`src/rtl/mips_dbg_pkg.sv`:
```
// Shared encodings for the MIPS run/debug controller: run states, command opcodes and stop causes.
package mips_dbg_pkg;

  localparam logic [1:0] ST_HOLD = 2'b00;
  localparam logic [1:0] ST_STOP = 2'b01;
  localparam logic [1:0] ST_RUN  = 2'b10;
  localparam logic [1:0] ST_STEP = 2'b11;

  localparam logic [1:0] OP_NOP  = 2'b00;
  localparam logic [1:0] OP_RUN  = 2'b01;
  localparam logic [1:0] OP_STEP = 2'b10;
  localparam logic [1:0] OP_HALT = 2'b11;

  localparam logic [2:0] CAUSE_NONE    = 3'd0;
  localparam logic [2:0] CAUSE_RESET   = 3'd1;
  localparam logic [2:0] CAUSE_USER    = 3'd2;
  localparam logic [2:0] CAUSE_STEP    = 3'd3;
  localparam logic [2:0] CAUSE_BREAK   = 3'd4;
  localparam logic [2:0] CAUSE_HALT    = 3'd5;
  localparam logic [2:0] CAUSE_TIMEOUT = 3'd6;

  function automatic logic core_active(input logic [1:0] st);
    return (st == ST_RUN) || (st == ST_STEP);
  endfunction

endpackage

```
`src/rtl/mips_bp_match.sv`:
```
// Breakpoint address/enable registers with a write port and a per-channel PC match vector.
// Match reads the registered values, so a write only affects matching from the next cycle.
module mips_bp_match #(
  parameter int PC_W     = 32,
  parameter int NUM_BP   = 2,
  parameter int BP_IDX_W = 1
) (
  input  logic                clock,
  input  logic                reset,
  input  logic                wr_en_i,
  input  logic [BP_IDX_W-1:0] idx_i,
  input  logic [PC_W-1:0]     addr_i,
  input  logic                enable_i,
  input  logic [PC_W-1:0]     pc_i,
  output logic [NUM_BP-1:0]   match_o
);

  logic [PC_W-1:0]   addr_q [NUM_BP];
  logic [NUM_BP-1:0] en_q;

  // Full-width index compare: out-of-range indices select no channel.
  always_ff @(posedge clock or posedge reset) begin
    if (reset) begin
      for (int i = 0; i < NUM_BP; i++) begin
        addr_q[i] <= '0;
        en_q[i]   <= 1'b0;
      end
    end else if (wr_en_i) begin
      for (int i = 0; i < NUM_BP; i++) begin
        if (idx_i == BP_IDX_W'(i)) begin
          addr_q[i] <= addr_i;
          en_q[i]   <= enable_i;
        end
      end
    end
  end

  always_comb begin
    match_o = '0;
    for (int i = 0; i < NUM_BP; i++) begin
      match_o[i] = en_q[i] && (addr_q[i] == pc_i);
    end
  end

endmodule

```
`src/rtl/mips_run_ctrl.sv`:
```
// Run/debug controller: sequences core reset, gates the core clock-enable and stops the core
// on halt request, breakpoint, cycle timeout, single-step completion or user command.
module mips_run_ctrl
  import mips_dbg_pkg::*;
#(
  parameter int PC_W       = 32,
  parameter int CNT_W      = 32,
  parameter int NUM_BP     = 2,
  parameter int BP_IDX_W   = 1,
  parameter int RST_HOLD   = 4,
  parameter int MAX_CYCLES = 0
) (
  input  logic                clock,
  input  logic                reset,
  input  logic                cmd_valid,
  input  logic [1:0]          cmd_op,
  output logic                cmd_ready,
  input  logic                bp_wr_en,
  input  logic [BP_IDX_W-1:0] bp_idx,
  input  logic [PC_W-1:0]     bp_addr,
  input  logic                bp_enable,
  input  logic [PC_W-1:0]     core_pc,
  input  logic                core_instr_done,
  input  logic                core_halt_req,
  output logic                core_rst,
  output logic                core_en,
  output logic [1:0]          state,
  output logic [2:0]          stop_cause,
  output logic [NUM_BP-1:0]   bp_hit,
  output logic [CNT_W-1:0]    cycle_cnt,
  output logic [CNT_W-1:0]    instr_cnt
);

  localparam int HOLD_W = (RST_HOLD > 1) ? $clog2(RST_HOLD) : 1;

  logic [1:0]        state_q, state_d;
  logic [2:0]        cause_q, cause_d;
  logic [NUM_BP-1:0] hit_q, hit_d;
  logic [CNT_W-1:0]  cyc_q, cyc_d;
  logic [CNT_W-1:0]  ins_q, ins_d;
  logic [HOLD_W-1:0] hold_q, hold_d;
  logic              core_en_q, core_rst_q;
  logic [NUM_BP-1:0] bp_match;
  logic              cmd_fire, user_halt, timeout;

  mips_bp_match #(
    .PC_W     (PC_W),
    .NUM_BP   (NUM_BP),
    .BP_IDX_W (BP_IDX_W)
  ) u_bp (
    .clock    (clock),
    .reset    (reset),
    .wr_en_i  (bp_wr_en && (state_q != ST_HOLD)),
    .idx_i    (bp_idx),
    .addr_i   (bp_addr),
    .enable_i (bp_enable),
    .pc_i     (core_pc),
    .match_o  (bp_match)
  );

  assign cmd_ready = (state_q != ST_HOLD);
  assign cmd_fire  = cmd_valid && cmd_ready;
  assign user_halt = cmd_fire && (cmd_op == OP_HALT);
  // Counter is pre-increment here, so this fires on the MAX_CYCLES-th enabled cycle.
  assign timeout   = (MAX_CYCLES != 0) && ((cyc_q + CNT_W'(1)) == CNT_W'(MAX_CYCLES));

  always_comb begin
    state_d = state_q;
    cause_d = cause_q;
    hit_d   = hit_q;
    hold_d  = hold_q;
    cyc_d   = cyc_q;
    ins_d   = ins_q;
    if (core_en_q && (cyc_q != '1)) cyc_d = cyc_q + CNT_W'(1);
    if (core_en_q && core_instr_done && (ins_q != '1)) ins_d = ins_q + CNT_W'(1);
    case (state_q)
      ST_HOLD: begin
        hold_d = hold_q + HOLD_W'(1);
        if (hold_q == HOLD_W'(RST_HOLD - 1)) state_d = ST_STOP;
      end
      ST_STOP: begin
        if (cmd_fire) begin
          case (cmd_op)
            OP_RUN:  begin state_d = ST_RUN;  cause_d = CAUSE_NONE; hit_d = '0; end
            OP_STEP: begin state_d = ST_STEP; cause_d = CAUSE_NONE; hit_d = '0; end
            OP_NOP, OP_HALT: ;
          endcase
        end
      end
      ST_RUN: begin
        if (core_halt_req) begin
          state_d = ST_STOP; cause_d = CAUSE_HALT;
        end else if (core_instr_done && (|bp_match)) begin
          state_d = ST_STOP; cause_d = CAUSE_BREAK; hit_d = bp_match;
        end else if (timeout) begin
          state_d = ST_STOP; cause_d = CAUSE_TIMEOUT;
        end else if (user_halt) begin
          state_d = ST_STOP; cause_d = CAUSE_USER;
        end
      end
      default: begin
        if (core_halt_req) begin
          state_d = ST_STOP; cause_d = CAUSE_HALT;
        end else if (core_instr_done) begin
          state_d = ST_STOP; cause_d = CAUSE_STEP;
        end else if (user_halt) begin
          state_d = ST_STOP; cause_d = CAUSE_USER;
        end
      end
    endcase
  end

  always_ff @(posedge clock or posedge reset) begin
    if (reset) begin
      state_q    <= ST_HOLD;
      cause_q    <= CAUSE_RESET;
      hit_q      <= '0;
      cyc_q      <= '0;
      ins_q      <= '0;
      hold_q     <= '0;
      core_en_q  <= 1'b0;
      core_rst_q <= 1'b1;
    end else begin
      state_q    <= state_d;
      cause_q    <= cause_d;
      hit_q      <= hit_d;
      cyc_q      <= cyc_d;
      ins_q      <= ins_d;
      hold_q     <= hold_d;
      core_en_q  <= core_active(state_d);
      core_rst_q <= (state_d == ST_HOLD);
    end
  end

  assign core_rst   = core_rst_q;
  assign core_en    = core_en_q;
  assign state      = state_q;
  assign stop_cause = cause_q;
  assign bp_hit     = hit_q;
  assign cycle_cnt  = cyc_q;
  assign instr_cnt  = ins_q;

endmodule

```
`config.mk`:
```
export PLATFORM = sky130hd
export DESIGN_NAME = mips_run_ctrl
export DESIGN_NICKNAME = d
export VERILOG_FILES = /design/src/rtl/mips_dbg_pkg.sv /design/src/rtl/mips_bp_match.sv /design/src/rtl/mips_run_ctrl.sv
export SDC_FILE = /design/constraint.sdc
export NUM_CORES = 1
export LEC_CHECK = 0
export ABC_AREA = 1
export ABC_CLOCK_PERIOD_IN_PS = 7000
export CORE_MARGIN = 5
export CORE_UTILIZATION = 45
export CTS_CLUSTER_SIZE = 12
export DETAILED_ROUTE_END_ITERATION = 10
export GPL_TIMING_DRIVEN = 0
export HOLD_SLACK_MARGIN = 0.12
export PLACE_DENSITY_LB_ADDON = 0.12
export SLEW_MARGIN = 20
export SYNTH_ARGS = -nofsm -noshare
export SYNTH_HDL_FRONTEND = slang
export SYNTH_SLANG_ARGS = --single-unit
export TNS_END_PERCENT = 100
```
`constraint.sdc`:
```
create_clock -name clock -period 7 [get_ports clock]
set_clock_uncertainty 0.1 [all_clocks]
set_input_delay 0.7 -clock clock [delete_from_list [all_inputs] [get_ports clock]]
set_output_delay 0.7 -clock clock [all_outputs]
set_load 0.005 [all_outputs]
```
* After elaboration in Yosys (flattened, before gate mapping)
Index checks and enable logic that the tools add are counted.
** Operators by class
- Add/subtract/negate cells :: 3
- Multiplexer cells :: 22
- Eq/ne operators :: 16
- Bitwise operators :: 2
- Reduce and logical (&&, ||, !) cells :: 20
** Operators with widths (count)
- 32-bit by 1-bit adder with 32-bit output, second input constant :: 2
- 32-bit == test :: 2
- 32-bit != test, second input constant :: 2
- 2-bit 2-to-1 mux :: 11
- 3-bit 2-to-1 mux :: 7
- 2-bit == test, second input constant :: 6
- 1-bit logical AND :: 9
- 3-bit case mux with 3 select lines :: 1
- 2-bit != test, second input constant :: 4
- 2-bit case mux with 2 select lines :: 2
- 2-bit case mux with 3 select lines :: 1
- 5-bit AND reduction :: 1
- 2-bit by 1-bit == test with 1-bit output, second input constant :: 2
- 2-bit logical NOT :: 2
- 2-bit AND reduction :: 2
- 2-bit nonzero test :: 2
- 2-bit OR reduction :: 2
- 3-bit AND reduction :: 1
- 2-bit by 1-bit adder with 2-bit output, second input constant :: 1
- 1-bit NOT :: 2
- 1-bit logical OR :: 1
** Storage, ports and cells
- Flip-flop bits (word level) :: 141
- Output and inout bits :: 74
- Input bits :: 74

* Depth between registers and ports, before layout
Gate-level depths: netlist (run 1).
- Word-level depth :: 9
- Gate-level depth with buffers :: 16

* By module
From an unflattened synthesis (run 1), not the netlist that was laid out.
** Unflattened totals
- Cells, all modules :: 1313
- Area, all modules :: 8565.7 um^2
** By module, submodules not included
- mips_run_ctrl :: seq. area each 1854.3 um^2, area each 5034.8 um^2, cells each 807, times used 1
- mips_bp_match :: seq. area each 1651.6 um^2, area each 3530.9 um^2, cells each 506, times used 1

* Worst setup path after synthesis (run 1)
OpenSTA, ideal clock, no wires.
- Path kind :: register to register
- From :: register core_en (netlist name)
- To :: register cause_q[2] (netlist: stop_cause[2])
- Path slack :: 4838 ps
- Required time :: 6835 ps
- Stages on the path, launching flop included :: 15
- Period minus slack after synthesis :: 2162 ps
- Data arrival time :: 1997 ps
- Cells stage by stage :: dfrtp_1 clkbuf_1 inv_1 ha_1 inv_1 nand2_1 nor2_1 inv_1 nand2_1 inv_1 nor2_1 inv_1 a21oi_1 nand2_1 nand2_1
** RTL lines
- to (signal assigned) :: RTL line mips_run_ctrl.sv:125 : cause_q <= cause_d;
- to (decl) :: RTL line mips_run_ctrl.sv:37 : logic [2:0] cause_q, cause_d;

==> results of run 1 <==
[metrics by stage]
step | cells | area [µm²] | util | hold slack, ns | power (mW)
after floorplan | 969 | 7540 | - | 0.345 | 1.77
after global placement | 1335 | 9280 | 0.562 | 0.364 | 2.07
after detailed placement | 1336 | 9310 | 0.564 | 0.366 | 2.09
after CTS | 1366 | 9890 | 0.599 | 0.375 | 2.99
after global routing | 1366 | 9890 | 0.599 | 0.380 | 3.18
final | 1366 | 9890 | 0.599 | 0.375 | 2.96
[per-layer routing]
| layer | vias up | wire, µm | GRT usage |
|---|---|---|---|
| met3 | 26 | 1150 | 0.0569 |
| met5 | - | 40 | 0 |
| met4 | 4 | 238 | 0.0525 |
| met2 | 173 | 8810 | 0.315 |
| li1 | 3368 | - | - |
| met1 | 3063 | 8980 | 0.284 |
[registers in the layout (all words and copies together) (netlist names), 2 cells and up]
name,cells
cycle_cnt,32
bp_hit,2
hold_q,2
instr_cnt,32
u_bp.en_q,2
stop_cause,3
u_bp.addr_q,64
[cell usage in the layout, fill, tap and decap left out, types with 2 or more instances in the layout]
master / n
clkinv_2: 2
inv_1: 144
nand3_1: 31
nor4_1: 8
nor2_1: 80
bufinv_16: 2
o22ai_1: 2
nor3_1: 26
dfstp_2: 2
nand3b_1: 6
xnor2_1: 36
o211ai_1: 2
o21ai_0: 87
clkbuf_8: 4
clkbuf_16: 17
ha_1: 9
dfrtp_1: 138
clkbuf_1: 18
mux2_1: 6
xor2_1: 47
inv_2: 4
a21oi_1: 4
clkdlybuf4s50_1: 146
nor3_2: 4
nand2_1: 274
buf_6: 2
nand4_1: 27
[area by class of cell]
| class | instances | area (µm²) | area share |
|---|---|---|---|
| sequential | 140 | 3510 | 0.354 |
| multi-input combinational | 659 | 3380 | 0.342 |
| timing repair buffer | 147 | 1490 | 0.151 |
| inverter | 150 | 571 | 0.0577 |
| clock buffer | 24 | 492 | 0.0497 |
| tap | 220 | 275 | 0.0278 |
| buffer | 20 | 95.1 | 0.00961 |
| clock inverter | 6 | 86.3 | 0.00873 |
[worst max-delay path, stage by stage (launching register included)]
cell	delay, ns
dfrtp_1	0.42
clkbuf_1	0.40
inv_1	0.19
ha_1	0.31
inv_1	0.29
clkdlybuf4s50_1	0.58
[power by group]
group	internal (mW)	switching [mW]	total (mW)	leakage [nW]
sequential	1.04	0.167	1.20	1.83
combinational	0.391	0.481	0.872	2.59
clock	0.557	0.328	0.885	0.282
total	1.98	0.976	2.96	4.70
[cell families (layout without fill, tap and decap cells)]
kind of cell               count (synthesis)  count (layout)  synth area share
AOI/OAI and AO/OA                        100             100            0.0687
and+or+nand+nor                          461             461             0.259
buffers and inverters                    170             347            0.0873
adders and majority gates                  9               9            0.0149
DFF                                      140             140             0.465
xor gates and xnor gates                  83              83            0.0964
muxes                                      6               6           0.00896
[worst paths after layout]
path / startpoint / to / slack (ns) / depth (start not counted)
setup / recovery: core_en / cmd_ready / 3.58 / 5
max in group asynchronous: reset / u_bp.addr_q[29] / 5.46 / 3
hold / removal: hold_q[0] / hold_q[0] / 0.37 / 1
hold reg to reg: hold_q[0] / hold_q[0] / 0.37 / 1
setup reg to reg: core_en / stop_cause[2] / 4.10 / 14
min in group asynchronous: reset / cycle_cnt[9] / 0.63 / 2
==> metrics.md, run 1 <==
| Metric | Value |
|---|---|
| GRT Total Usage | 0.204 |
| Global-route wire length before repair | 32,500 µm |
| Share of cells above drive strength 1 | 0.0419 |
| Final setup vio count | 0 |
| Top-count cell post-synth | nand2_1 |
| DR DRC count | 0 |
| Syn_nets | 1,052 |
| Number of I/O port buffers | 146 |
| Final Critical Period | 3.42 ns |
| Hold/Removal Path Class | flip-flop to flip-flop |
| Clk_lat worst skew | 0.43 ns |
| Cell variety after synth | 36 |
| TritonCTS buffer count | 17 |
| Post-Syn Area | 7540 µm² |
| Total wire length | 19,200 µm |
| Post-synth EDFFs | 0 |
| Final WS setup | 3.58 ns |
| Status | finished, final reports clean |
| Initial core utilization | 0.456 |
| Syn Inst Count | 969 |
| Core ar. | 16,500 µm² |
| P_leak | 4.70 nW |
| Setup Total Neg Slack | 0 ns |
| Sequential-to-total area share from yosys stat | 0.465 |
| Crit start category | flip-flop |
| Biggest area consumer among synthesized cells | dfrtp_1 |
| Data required, critical path | 6.20 ns |
| Cts repair resizes | 0 |
| Row Count | 47 |
| Worst path arrival time | 2.62 ns |
| Synth area leaders | dfrtp_1 46%, nand2_1 14%, inv_1 7.2% |
| Die ar. | 19,400 µm² |
| Synthesized flop and latch total | 140 |
| Vias post-DR | 6,634 |
| Max Slew Vio Count | 0 |
| Pwr Density | 299 nW/µm² |
| Synthesis-to-layout area growth | 31.2% |
| Via-to-Cell Ratio | 4.86 |
| Worst slew margin | 0.652 |
| Final period util | 0.488 |
| Fillers | 1,544 |
| Drt first pass iters | 7 |
| Final hold vios | 0 |
| Ant. Diodes | 0 |
| Antenna violations before repair | 2 |
| Synth async-reset ratio | 1.00 |
| Die width | 139 µm |
| DR WL/cell | 14.1 µm |
| CTS root buf | clkbuf_16 |
| Synth top area share | 0.458 |
| Post-CTS Setup Repair Bufs | 0 |
| Number of DRC markers in iteration 0 | 420 |
| Unrepaired setup endpoints after global routing | false |
| Nets | 1,218 |
| TritonCTS Sinks | 140 |
| Worst vdd ir | 0.190 mV |
| Crit-path max FO | 8 |
| Post-route ant nets | 0 |
| Largest net degree at the start of global routing | 73 |
| Yosys warns | 0 |
| Die H | 139 µm |
| IO Count | 148 |
| Top cells by count, synth | 274 x nand2_1, 145 x inv_1, 138 x dfrtp_1 |
| CTS H-Tree Depth | 4 |
| Avg Synthesized Cell Area | 7.78 µm² |
| Total gr overflow | 0 |
| Critical path capture point type | output pin |
| Clk slew on worst S/H paths | 0.06 ns |
| Bufs on Longest Clock Path | 2 |
| Synth Flop Type | dfrtp_1 |
| HPWL Detailed | 14,200 µm |
| Worst-Margin Slew | 0.522 ns |
| CTS tree | built |
| Crit Path Class | flip-flop to output pin |
| Gp weighted congestion | 0.896 |
| Number of global-route vias before repair | 6,606 |
| Cts hold-fix bufs | 0 |
| Peak Freq | 293 MHz |
| Setup WS pre-CTS | 4.03 ns |
| Maxcap violations | 0 |
No activity file was read; power rests on OpenSTA's default activity.
==> inputs of run 2 (changes only) <==
ABC_CLOCK_PERIOD_IN_PS = 2770   (was 7000)
clock period = 2.77 ns   (was 7 ns; I/O delays follow)
==> run 2 against run 1 <==
  * Core utilization grew 0.28 points
  * First-iteration DRC count grew 3.3%
  * Routed wire length grew 1.6%
  * Design area grew 0.47%
  * Hold slack lost 0.21 ns
  * Critical path depth is the same
  * Critical endpoint unchanged
  * Largest cell class unchanged
==> metrics.md, run 2 (synthesis gave the netlist of run 1 again) <==
| Metric | Value |
|---|---|
| Reg with most FFs | u_bp.addr_q (unchanged) |
| Vias post-DR | 6,642 (was 6,634) |
| Data required, critical path | 2.39 ns (was 6.20 ns) |
| Status | finished, final reports clean (unchanged) |
| Worst path arrival time | 2.28 ns (was 2.62 ns) |
| Crit start category | flip-flop (unchanged) |
| Final hold vios | 0 (unchanged) |
| Die H | 139 µm (unchanged) |
| Number of global-route vias before repair | 6,743 (was 6,606) |
| Clk slew on worst S/H paths | 0.06 ns (about the same) |
| Clk_lat worst skew | 0.42 ns (was 0.43 ns) |
| Drt first pass iters | 5 (was 7) |
| Hold/Removal Path Class | input port to asynchronous set/reset pin (was flip-flop to flip-flop) |
| TritonCTS buffer count | 17 (unchanged) |
| Commonest non-fill, non-tap cell in the layout | nand2_1 (unchanged) |
| HPWL Detailed | 14,600 µm (was 14,200 µm) |
| TritonCTS Sinks | 140 (unchanged) |
| Post-route ant nets | 0 (unchanged) |
| DR DRC count | 0 (unchanged) |
| Unrepaired setup endpoints after global routing | false (unchanged) |
| Worst-Margin Slew | 0.584 ns (was 0.522 ns) |
| Largest net degree at the start of global routing | 34 (was 73) |
| Worst vdd ir | 0.490 mV (was 0.190 mV) |
| Ant. Diodes | 0 (unchanged) |
| Worst slew margin | 0.610 (was 0.652) |
| Most frequent cells in the layout | 274 x nand2_1, 146 x clkdlybuf4s50_1, 143 x inv_1 (was 274 x nand2_1, 146 x clkdlybuf4s50_1, 144 x inv_1) |
| Setup Total Neg Slack | 0 ns (unchanged) |
| Pwr Density | 749 nW/µm² (was 299 nW/µm²) |
| Total wire length | 19,500 µm (was 19,200 µm) |
| Synthesis-to-layout area growth | 31.8% (was 31.2%) |
| P_leak | 4.73 nW (was 4.70 nW) |
| Final WS setup | 0.115 ns (was 3.58 ns) |
| Row Count | 47 (unchanged) |
| Core ar. | 16,500 µm² (unchanged) |
| Crit Path Class | flip-flop to output pin (unchanged) |
| Nets | 1,220 (was 1,218) |
| DR WL/cell | 14.3 µm (was 14.1 µm) |
| Max reg flops | 64 (unchanged) |
| Bufs on Longest Clock Path | 2 (unchanged) |
| Post-CTS Setup Repair Bufs | 0 (unchanged) |
| Initial core utilization | 0.456 (unchanged) |
| Final period util | 0.959 |
| Final setup vio count | 0 (unchanged) |
| IO Count | 148 (unchanged) |
| Antenna violations before repair | 0 (was 2) |
| CTS H-Tree Depth | 4 (unchanged) |
| Final cell count without fillers | 1,370 (was 1,366) |
| CTS tree | built (unchanged) |
| Crit-path max FO | 8 (unchanged) |
| Gp weighted congestion | 0.870 (was 0.896) |
| Dpl cells | 1,339 (was 1,336) |
| Cts hold-fix bufs | 0 (unchanged) |
| Total gr overflow | 0 (unchanged) |
| Maxcap violations | 0 (unchanged) |
| Die ar. | 19,400 µm² (unchanged) |
| GRT Total Usage | 0.208 (was 0.204) |
| Max Slew Vio Count | 0 (unchanged) |
| Die width | 139 µm (unchanged) |
| CTS root buf | clkbuf_16 (unchanged) |
| Via-to-Cell Ratio | 4.85 (was 4.86) |
| Global-route wire length before repair | 33,100 µm (was 32,500 µm) |
| Setup WS pre-CTS | -0.171 ns (was 4.03 ns) |
| Peak Freq | 377 MHz |
| Share of cells above drive strength 1 | 0.0548 (was 0.0419) |
| Critical path capture point type | output pin (unchanged) |
| Number of I/O port buffers | 146 (unchanged) |
| Final Critical Period | 2.66 ns |
| Number of DRC markers in iteration 0 | 434 (was 420) |
run 2: cell types whose count changed in the layout (fill, tap and decap cells not counted), sizes merged:
| cell | before | now |
|---|---|---|
| buf | 6 | 10 |
| clkbuf | 39 | 35 |
| clkinv | 4 | 8 |
| clkinvlp | 1 | 3 |
| bufinv | 2 | 1 |
| inv | 149 | 148 |
run 2: layer usage:
metal | vias up | routed length (µm) | track usage | part of all wire
li1 | 3377 | - | - | -
met1 | 3104 | 9180 | 0.287 | 0.47
met2 | 146 | 9220 | 0.335 | 0.47
met3 | 15 | 939 | 0.0480 | 0.048
met4 | 0 | 195 | 0.0505 | 0.010
met5 | - | 0 | 0 | 0
run 2: path summary, 6_finish.rpt:
kind | start | end | slack, ns | depth (start not counted)
max | core_en | cmd_ready | 0.11 | 5
min | reset | u_bp.addr_q[41] | 0.17 | 2
max reg2reg | core_en | stop_cause[2] | 0.24 | 14
min reg2reg | hold_q[0] | hold_q[0] | 0.38 | 1
max in group asynchronous | reset | stop_cause[0] | 1.54 | 4
min in group clock | core_instr_done | instr_cnt[2] | 0.20 | 3
run 2: layout make-up:
cell class	instances	area [µm²]
fillers	1556	6590
flip-flops and latches	140	3510
multi-input cells	659	3380
repair buffers	150	1540
inverters	150	567
clock buffers	22	474
well taps	220	275
plain buffers	19	100
clock inverters	10	91.3
run 2: repair_timing:
item	CTS	global route
gates resized for setup	6	6
setup endpoints to repair	62	23
gates cloned	0	0
run 2: worst max-delay path, stage by stage, from the launching register on:
cell,delay [ns]
dfrtp_1,0.43
buf_2,0.25
inv_1,0.13
ha_1,0.29
inv_2,0.21
clkdlybuf4s50_1,0.54
run 2: through the flow:
stage | util | hold WS, ns | area (µm²) | total power [mW]
final | 0.601 | 0.169 | 9940 | 7.45
after global routing | 0.601 | 0.202 | 9940 | 7.99
after CTS | 0.601 | 0.169 | 9930 | 7.50
after detailed placement | 0.567 | 0.368 | 9360 | 5.29
after global placement | 0.562 | 0.364 | 9280 | 5.22
after floorplan | - | 0.338 | 7550 | 4.47
run 2: power breakdown:
| group | switching, mW | internal [mW] |
|---|---|---|
| Combinational | 1.23 | 1.00 |
| Clock | 0.875 | 1.30 |
| Sequential | 0.422 | 2.62 |
